### src/rtl/wait_state_mem_if.sv
// Memory handshake bundle between the MAR/MDR initiator and the wait-state memory.
interface wait_state_mem_if;
    logic        EN;
    logic        RW;
    logic [15:0] addr;
    logic [15:0] data_in;
    logic [15:0] data_out;
    logic        MFC;
    logic        err;

    modport master (
        output EN, RW, addr, data_in,
        input  data_out, MFC, err
    );

    modport slave (
        input  EN, RW, addr, data_in,
        output data_out, MFC, err
    );
endinterface

### src/rtl/wait_state_mem.sv
// Word-addressed 16-bit memory responding on the EN/RW/MFC four-phase
// handshake, with a programmable number of wait states and an
// out-of-range flag. DEPTH must be at least 2 and at most 65536.
module wait_state_mem #(
    parameter int DEPTH       = 256,
    parameter int WAIT_CYCLES = 2
) (
    input  logic             clk,
    input  logic             rst,     // asynchronous, active low
    wait_state_mem_if.slave  bus
);
    localparam logic [1:0] IDLE = 2'd0;
    localparam logic [1:0] BUSY = 2'd1;
    localparam logic [1:0] DONE = 2'd2;

    localparam int          AW       = (DEPTH > 1) ? $clog2(DEPTH) : 1;
    localparam logic [31:0] DEPTH_U  = 32'(DEPTH);
    localparam logic [3:0]  WAIT_CNT = 4'(WAIT_CYCLES);

    logic [1:0]  state_q, state_d;
    logic [3:0]  cnt_q, cnt_d;
    logic        rw_q, rw_d;
    logic [15:0] addr_q, addr_d;
    logic [15:0] wdata_q, wdata_d;
    logic        mfc_q, mfc_d;
    logic        err_q, err_d;
    logic [15:0] dout_q;
    logic        complete;

    logic [15:0] mem [DEPTH];

    // Full 16-bit compare: out-of-range addresses never alias into the array.
    logic          in_range;
    logic [AW-1:0] idx;
    assign in_range = ({16'h0000, addr_q} < DEPTH_U);
    assign idx      = addr_q[AW-1:0];

    // Handshake sequencing: capture, count wait states, complete, wait for EN low.
    always_comb begin
        state_d  = state_q;
        cnt_d    = cnt_q;
        rw_d     = rw_q;
        addr_d   = addr_q;
        wdata_d  = wdata_q;
        mfc_d    = mfc_q;
        err_d    = err_q;
        complete = 1'b0;
        case (state_q)
            IDLE: begin
                if (bus.EN) begin
                    rw_d    = bus.RW;
                    addr_d  = bus.addr;
                    wdata_d = bus.data_in;
                    cnt_d   = WAIT_CNT;
                    err_d   = 1'b0;
                    state_d = BUSY;
                end
            end
            BUSY: begin
                if (!bus.EN) begin
                    state_d = IDLE;               // abort: nothing is committed
                end else if (cnt_q != 4'd0) begin
                    cnt_d = cnt_q - 4'd1;
                end else begin
                    complete = 1'b1;
                    mfc_d    = 1'b1;
                    err_d    = ~in_range;
                    state_d  = DONE;
                end
            end
            DONE: begin
                if (!bus.EN) begin
                    mfc_d   = 1'b0;
                    state_d = IDLE;
                end
            end
            default: state_d = IDLE;
        endcase
    end

    // Control and captured-request registers.
    always_ff @(posedge clk or negedge rst) begin
        if (!rst) begin
            state_q <= IDLE;
            cnt_q   <= 4'd0;
            rw_q    <= 1'b0;
            addr_q  <= 16'h0000;
            wdata_q <= 16'h0000;
            mfc_q   <= 1'b0;
            err_q   <= 1'b0;
        end else begin
            state_q <= state_d;
            cnt_q   <= cnt_d;
            rw_q    <= rw_d;
            addr_q  <= addr_d;
            wdata_q <= wdata_d;
            mfc_q   <= mfc_d;
            err_q   <= err_d;
        end
    end

    // Array write port; contents survive reset.
    always_ff @(posedge clk) begin
        if (complete && !rw_q && in_range) begin
            mem[idx] <= wdata_q;
        end
    end

    // Registered read data, updated only by a completed read.
    always_ff @(posedge clk or negedge rst) begin
        if (!rst) begin
            dout_q <= 16'h0000;
        end else if (complete && rw_q) begin
            dout_q <= in_range ? mem[idx] : 16'h0000;
        end
    end

    assign bus.data_out = dout_q;
    assign bus.MFC      = mfc_q;
    assign bus.err      = err_q;
endmodule
### src/flat_wrapper.sv
// flat-port wrapper written by rule: the top's interface ports become plain ports
module wait_state_mem_flat 
#(
    parameter int DEPTH       = 256,
    parameter int WAIT_CYCLES = 2
)
  (clk, rst, bus_EN, bus_RW, bus_addr, bus_data_in, bus_data_out, bus_MFC, bus_err);
  wait_state_mem_if bus_i ();
  input  logic clk;
  input  logic rst;
  input wire logic [$bits(bus_i.EN)-1:0] bus_EN;
  input wire logic [$bits(bus_i.RW)-1:0] bus_RW;
  input wire logic [$bits(bus_i.addr)-1:0] bus_addr;
  input wire logic [$bits(bus_i.data_in)-1:0] bus_data_in;
  output wire logic [$bits(bus_i.data_out)-1:0] bus_data_out;
  output wire logic [$bits(bus_i.MFC)-1:0] bus_MFC;
  output wire logic [$bits(bus_i.err)-1:0] bus_err;
  assign bus_i.EN = bus_EN;
  assign bus_i.RW = bus_RW;
  assign bus_i.addr = bus_addr;
  assign bus_i.data_in = bus_data_in;
  assign bus_data_out = bus_i.data_out;
  assign bus_MFC = bus_i.MFC;
  assign bus_err = bus_i.err;
  wait_state_mem #(.DEPTH(DEPTH), .WAIT_CYCLES(WAIT_CYCLES)) u_core (.clk(clk), .rst(rst), .bus(bus_i));
endmodule
### config.mk
export PLATFORM = sky130hd
export DESIGN_NAME = wait_state_mem_flat
export DESIGN_NICKNAME = d
export VERILOG_FILES = /design/src/rtl/wait_state_mem_if.sv /design/src/rtl/wait_state_mem.sv /design/src/flat_wrapper.sv
export SDC_FILE = /design/constraint.sdc
export NUM_CORES = 2
export LEC_CHECK = 0
export BUFFER_PORTS_ARGS = -buffer_cell sky130_fd_sc_hd__buf_4
export CORE_ASPECT_RATIO = 1.4
export CORE_MARGIN = 2
export CORE_UTILIZATION = 40
export CTS_CLUSTER_DIAMETER = 120
export DETAILED_ROUTE_END_ITERATION = 10
export PLACE_DENSITY_LB_ADDON = 0.2
export SLEW_MARGIN = 25
export SYNTH_ARGS = -nofsm -noshare
export SYNTH_HDL_FRONTEND = slang
export SYNTH_SLANG_ARGS = --single-unit
### constraint.sdc
create_clock -name clk -period 5.7 [get_ports clk]
set_input_delay 0 -clock clk [delete_from_list [all_inputs] [get_ports clk]]
set_output_delay 0 -clock clk [all_outputs]
set_load 0.05 [all_outputs]
* Word-level counts from Yosys, hierarchy flattened
Memory sizes are Yosys's and may differ from the RTL's.
Cells that the tools add are included.
** Operators by class
- Multiplexer cells :: 23
- Equality and inequality tests :: 8
- Order comparisons :: 1
- Add/sub/neg operators :: 1
- Bitwise gates (word level) :: 1
- Reductions and logical operators :: 13
** Operators by type and width (number)
- $lt A16 B9 Y1 const B :: 1
- $mux W16 :: 1
- $mux W4 :: 3
- $reduce_and A4 Y1 :: 3
- $mux W1 :: 11
- $mux W2 :: 4
- $ne A2 B2 Y1 const B :: 4
- $pmux W4 S2 :: 1
- $pmux W2 S3 :: 1
- $pmux W1 S2 :: 2
- $reduce_bool A2 Y1 :: 2
- $reduce_bool A4 Y1 :: 1
- $sub A4 B1 Y4 const B :: 1
- $logic_and A1 B1 Y1 :: 3
- $ne A3 B3 Y1 const B :: 1
- $reduce_and A3 Y1 :: 1
- $eq A2 B1 Y1 const B :: 1
- $eq A2 B2 Y1 const B :: 1
- $logic_not A2 Y1 :: 1
- $ne A2 B1 Y1 const B :: 1
- $reduce_and A2 Y1 :: 1
- $logic_not A1 Y1 :: 1
- $not A1 Y1 :: 1
** Storage, ports and cells
- Output and inout port bits :: 18
- Register bits after elaboration :: 57
- Memories :: 1
- RAM bits :: 4096
- Input bits :: 36
** Memory list
- u_core.mem :: words 256, width 16, rd ports 1, clocked after Yosys merged registers in 0, wr ports 1, RTL line wait_state_mem.sv:30 : logic [15:0] mem [DEPTH];

* Logic depth before layout (Yosys ltp)
- Depth in word-level cells :: 8
- Gate-level depth with buffers :: 11

* Worst setup path before layout
Ideal clock, no wire load.
- Kind :: register to register
- Start :: reg u_core.wdata_q[0]
- End :: mem u_core.mem[0][0], data pin
- Clock period less this slack :: 3984 ps
- Stages on the path, launching flop included :: 1
- Setup slack :: 1716 ps
- Buffers on the path :: 0
- Arrival time :: 3181 ps
- Setup time :: 803 ps
- Cell sequence :: dfrtp_1
** RTL lines
- from (decl) :: RTL line wait_state_mem.sv:24 : logic [15:0] wdata_q, wdata_d;
- from (signal assigned) :: RTL line wait_state_mem.sv:96 : wdata_q <= wdata_d;
- to (decl) :: RTL line wait_state_mem.sv:30
No word-level cell before the write port.

* Worst setup path in the final report
- Start :: reg u_core.addr_q[1]
- End :: reg u_core.dout_q[12] (netlist: u_core.bus.data_out[12])
** Between the ends
- Word-level cells in the longest chain between the ends :: 2
- Elaborated cells on any way between the ends :: 3
- Classes of those cells :: order compare: 1; mux: 1; memory: 1
** RTL lines
- from (decl) :: RTL line wait_state_mem.sv:23 : logic [15:0] addr_q, addr_d;
- from (signal assigned) :: RTL line wait_state_mem.sv:95 : addr_q <= addr_d;
- $mem_v2 Z256 W16 / $lt A16 B9 Y1 (equally long branches)
- $mux W16 * :: RTL line wait_state_mem.sv:114 : dout_q <= in_range ? mem[idx] : 16'h0000;
- to (signal assigned) :: RTL line wait_state_mem.sv:114
- to (decl) :: RTL line wait_state_mem.sv:27 : logic [15:0] dout_q;
Mark *: on every way between the ends. The rest lies on a longest branch, timed or not.
A chain may end at the register's enable or synchronous reset.

==> impl_metrics.toml <==
[run_status]
outcome = "completed"

[die]
die_area_mm2 = 0.4055
rows = 274
start_util = 0.4023
io_pins = 54
core_mm2 = 0.3980
die_y_um = 752.7
fp.dieW_um = 538.8

[run]
maxCapViolCount = 0

[route]
routed_via_density = 5.834
drt_iter0_markers = 8831
drtAntennaViolNets = 0
drc = 0
drt-pass1-iter-count = 10
wl_um = 458400
avgRoutedWirePerCell_um = 33.48
num_vias = 79880

[timing]
finalSetupViolations = 0
period_needed_ns = 4.732
fmax_ghz = 0.2113
relSlewSlack = 0.1679
finalMaxSlewViolations = 0
hold_viol = 0
finClkSkew_ns = 0.08201
fin_ws_ns = 0.9679
rsz0062_at_grt = "false"
tightest_slew_ns = 1.248
worst_hold_slack_ns = 0.06958
setup_tns_ns = 0
finalCritPeriodShare = 0.8302

[clock_tree]
clkLatencyLatePin_ns = 0.99
clockBufferDepth = 4
cts_buffers = 391
clk_pin_slew_worst_paths_ns = 0.07
cts.repair.resized = 0
cts_hold_buffers = 78
cts_root_buf = "clkbuf_16"
cts_num_sinks = 4153
cts_tree = "done"
cts.htree.levels = 5
cts_setup_buffers = 0

[grt]
grt-ovfl-total = 0
grt_pass1_wl_um = 641000
grt_max_degree = 180
grt_antenna_before_repair = 18
grt_pass1_vias = 80950
grt_usage = 0.2222

[logic_synthesis]
ys_seq_elements = 4153
synth_compound_area_frac = 0.03513
synth_xor_area_frac = 0.0001094
yosys.area.top_type = "edfxtp_1"
postSynthAreaPerCell_um2 = 21.27
syn_nets = 7566
yosysTopAreaCellShare = 0.7681
netlist_instances = 7528
synth.yosys.seq_area_share = 0.7770
async_flop_share = 0.01373
yosys.area_share.simple = 0.02119
synthAdderAreaFrac = 0.0001563
synth_top_family_by_area = "multiplexers"
synthFlopType = "edfxtp_1"
synth_cell_types = 57
ys_warn_count = 0
synthMuxAreaShare = 0.1501
synthTopCellsByArea = "edfxtp_1 (77%), mux4_2 (11%), mux2i_1 (3.6%)"
syn_area_mm2 = 0.1601
synth_edf_count = 4096

[finish]
areaGrowthSynthToFinish_pct = 14.39
postLayoutCellArea_mm2 = 0.1832
final_util = 0.4602
finalNonFillerCells = 13690
fin_nets = 8146
drive_above_1_share = 0.2421

[min_path]
min_to = "u_core.addr_q[3]$_DFFE_PN0P_"
worstHoldStart = "bus_addr[3]"
hold_class = "in -> reg"
hold_depth = 4

[placed_design]
io_buffers = 53
pre_cts_ws_ns = 1.013
dp_hpwl_um = 281100
place_inst = 12880
place_congestion = 0.8770
post_dp_cell_area_mm2 = 0.1694

[critical_path]
rr_endpoint = "u_core.bus.data_out[12]$_DFFE_PN0P_"
arrival_ns = 5.51
r2r_start = "u_core.addr_q[1]$_DFFE_PN0P_"
reg2regPathDepth = 7
r2r_slack_ns = 0.97
end_kind = "flip-flop"
critical_path_class = "reg -> reg"
required_ns = 6.48
worstSetupStartpointType = "flip-flop"
critPathMaxFanout = 87

[power_and_ir_drop]
power.density_mw_per_mm2 = 466.5
ir_drop_mv = 0.4785
finalPower_mw = 85.45
p_leak_nw = 58.11
-- worst max-delay path by stage --
stage	slack [ns]	cells after the start	startpoint	endpoint
after floorplan	1.72	0	u_core.wdata_q[0]$_DFFE_PN0P_	u_core.mem[0][0]$_DFFE_PP_
after global placement	0.45	8	u_core.addr_q[0]$_DFFE_PN0P_	u_core.bus.data_out[1]$_DFFE_PN0P_
after detailed placement	1.01	7	u_core.addr_q[1]$_DFFE_PN0P_	u_core.bus.data_out[12]$_DFFE_PN0P_
after CTS	0.98	7	u_core.addr_q[1]$_DFFE_PN0P_	u_core.bus.data_out[12]$_DFFE_PN0P_
after global routing	0.98	8	u_core.addr_q[1]$_DFFE_PN0P_	u_core.bus.data_out[7]$_DFFE_PN0P_
final	0.97	7	u_core.addr_q[1]$_DFFE_PN0P_	u_core.bus.data_out[12]$_DFFE_PN0P_
-- critical path, stage by stage (launching register included) --
cell and delay (ns):
dfrtp_4 1.05, buf_12 0.53, mux4_2 0.41, a22o_1 0.26, a211oi_1 0.77, o2111ai_1 0.55
nand3_1 0.54, a222oi_1 0.16
-- routing by layer --
metal / part of all wire / track usage / wire length (um)
met3: 0.059 / 0.03012 / 27180
met1: 0.39 / 0.2850 / 177500
met2: 0.51 / 0.3800 / 233100
met4: 0.045 / 0.09233 / 20540
met5: 0.000028 / 0 / 13
-- cells in the mapped netlist (2+ instances only) --
cell type / count
and3_1: 22
nand3b_1: 3
mux4_2: 800
buf_2: 144
nor2_1: 312
and2_1: 9
nor2b_1: 9
nand2b_1: 4
nand4_1: 5
o21ai_0: 30
nand3_1: 222
nor3b_1: 2
buf_4: 93
nor3_1: 6
o22a_1: 15
clkbuf_1: 173
a21oi_1: 86
ha_1: 2
a22o_1: 49
a32oi_1: 6
xor2_1: 2
edfxtp_1: 4096
and2_0: 2
a222oi_1: 16
a211oi_1: 45
buf_6: 39
nand2_1: 101
nor4_1: 18
mux2i_1: 571
or3b_1: 2
a21o_1: 30
mux2_2: 27
o31ai_1: 14
o211ai_1: 34
o221ai_1: 62
a22oi_1: 255
buf_1: 16
inv_1: 8
o2111ai_1: 61
dfrtp_1: 57
a31oi_1: 47
and3b_1: 5
and4_1: 14
-- state kept, by name, summed over array words and instances (netlist names) --
| signal | flops |
|---|---|
| u_core.bus.data_out | 16 |
| u_core.bus.MFC | 1 |
| u_core.rw_q | 1 |
| u_core.bus.err | 1 |
| u_core.cnt_q | 4 |
| u_core.wdata_q | 16 |
| u_core.mem | 4096 |
| u_core.state_q | 2 |
| u_core.addr_q | 16 |
-- logic make-up after synthesis --
logic type               Yosys count
flip-flops                      4153
multiplexers                    1398
AO/OA/AOI/OAI                    757
AND/OR/NAND/NOR                  740
buffers and inverters            476
XOR/XNOR                           2
adder cells (fa/ha/maj)            2
-- where the power goes --
| group | switching, mW | leakage, nW | total, mW | internal [mW] |
|---|---|---|---|---|
| sequential | 1.09 | 37.5 | 38.1 | 37.0 |
| combinational | 14.0 | 14.4 | 21.0 | 6.98 |
| clock | 11.4 | 6.21 | 26.4 | 15.0 |
-- area by class of cell --
| type | instances | area (um2) |
|---|---|---|
| clock inverter | 222 | 2323 |
| inverter | 10 | 45.04 |
| sequential | 4153 | 124500 |
| clock buffer | 489 | 10460 |
| multi-input combinational | 2899 | 33390 |
| tap | 5244 | 6561 |
| timing repair buffer | 653 | 5849 |
| fill | 32980 | 214800 |
| antenna | 22 | 55.05 |
-- placed cells by master, fill, tap and decap left out, types with 19 or more instances in the layout --
| cell type | netlist | layout |
|---|---|---|
| mux2_2 | 27 | 27 |
| dlygate4sd3_1 | 0 | 77 |
| a21oi_1 | 86 | 86 |
| a21o_1 | 30 | 30 |
| a22oi_1 | 255 | 255 |
| buf_12 | 0 | 53 |
| o211ai_1 | 34 | 34 |
| o221ai_1 | 62 | 62 |
| a22o_1 | 49 | 49 |
| clkbuf_16 | 0 | 400 |
| o21ai_0 | 30 | 29 |
| edfxtp_1 | 4096 | 4096 |
| dfrtp_4 | 0 | 19 |
| and3_1 | 22 | 22 |
| clkbuf_1 | 173 | 77 |
| nor2_1 | 312 | 299 |
| o2111ai_1 | 61 | 61 |
| mux2i_1 | 571 | 571 |
| clkinv_2 | 0 | 59 |
| bufinv_16 | 0 | 43 |
| a31oi_1 | 47 | 47 |
| a211oi_1 | 45 | 36 |
| clkinv_1 | 1 | 86 |
| dfrtp_1 | 57 | 35 |
| nand3_1 | 222 | 217 |
| buf_4 | 93 | 517 |
| diode_2 | 0 | 22 |
| mux4_2 | 800 | 800 |
| nand2_1 | 101 | 91 |
Power figures use the tool's default switching activity.
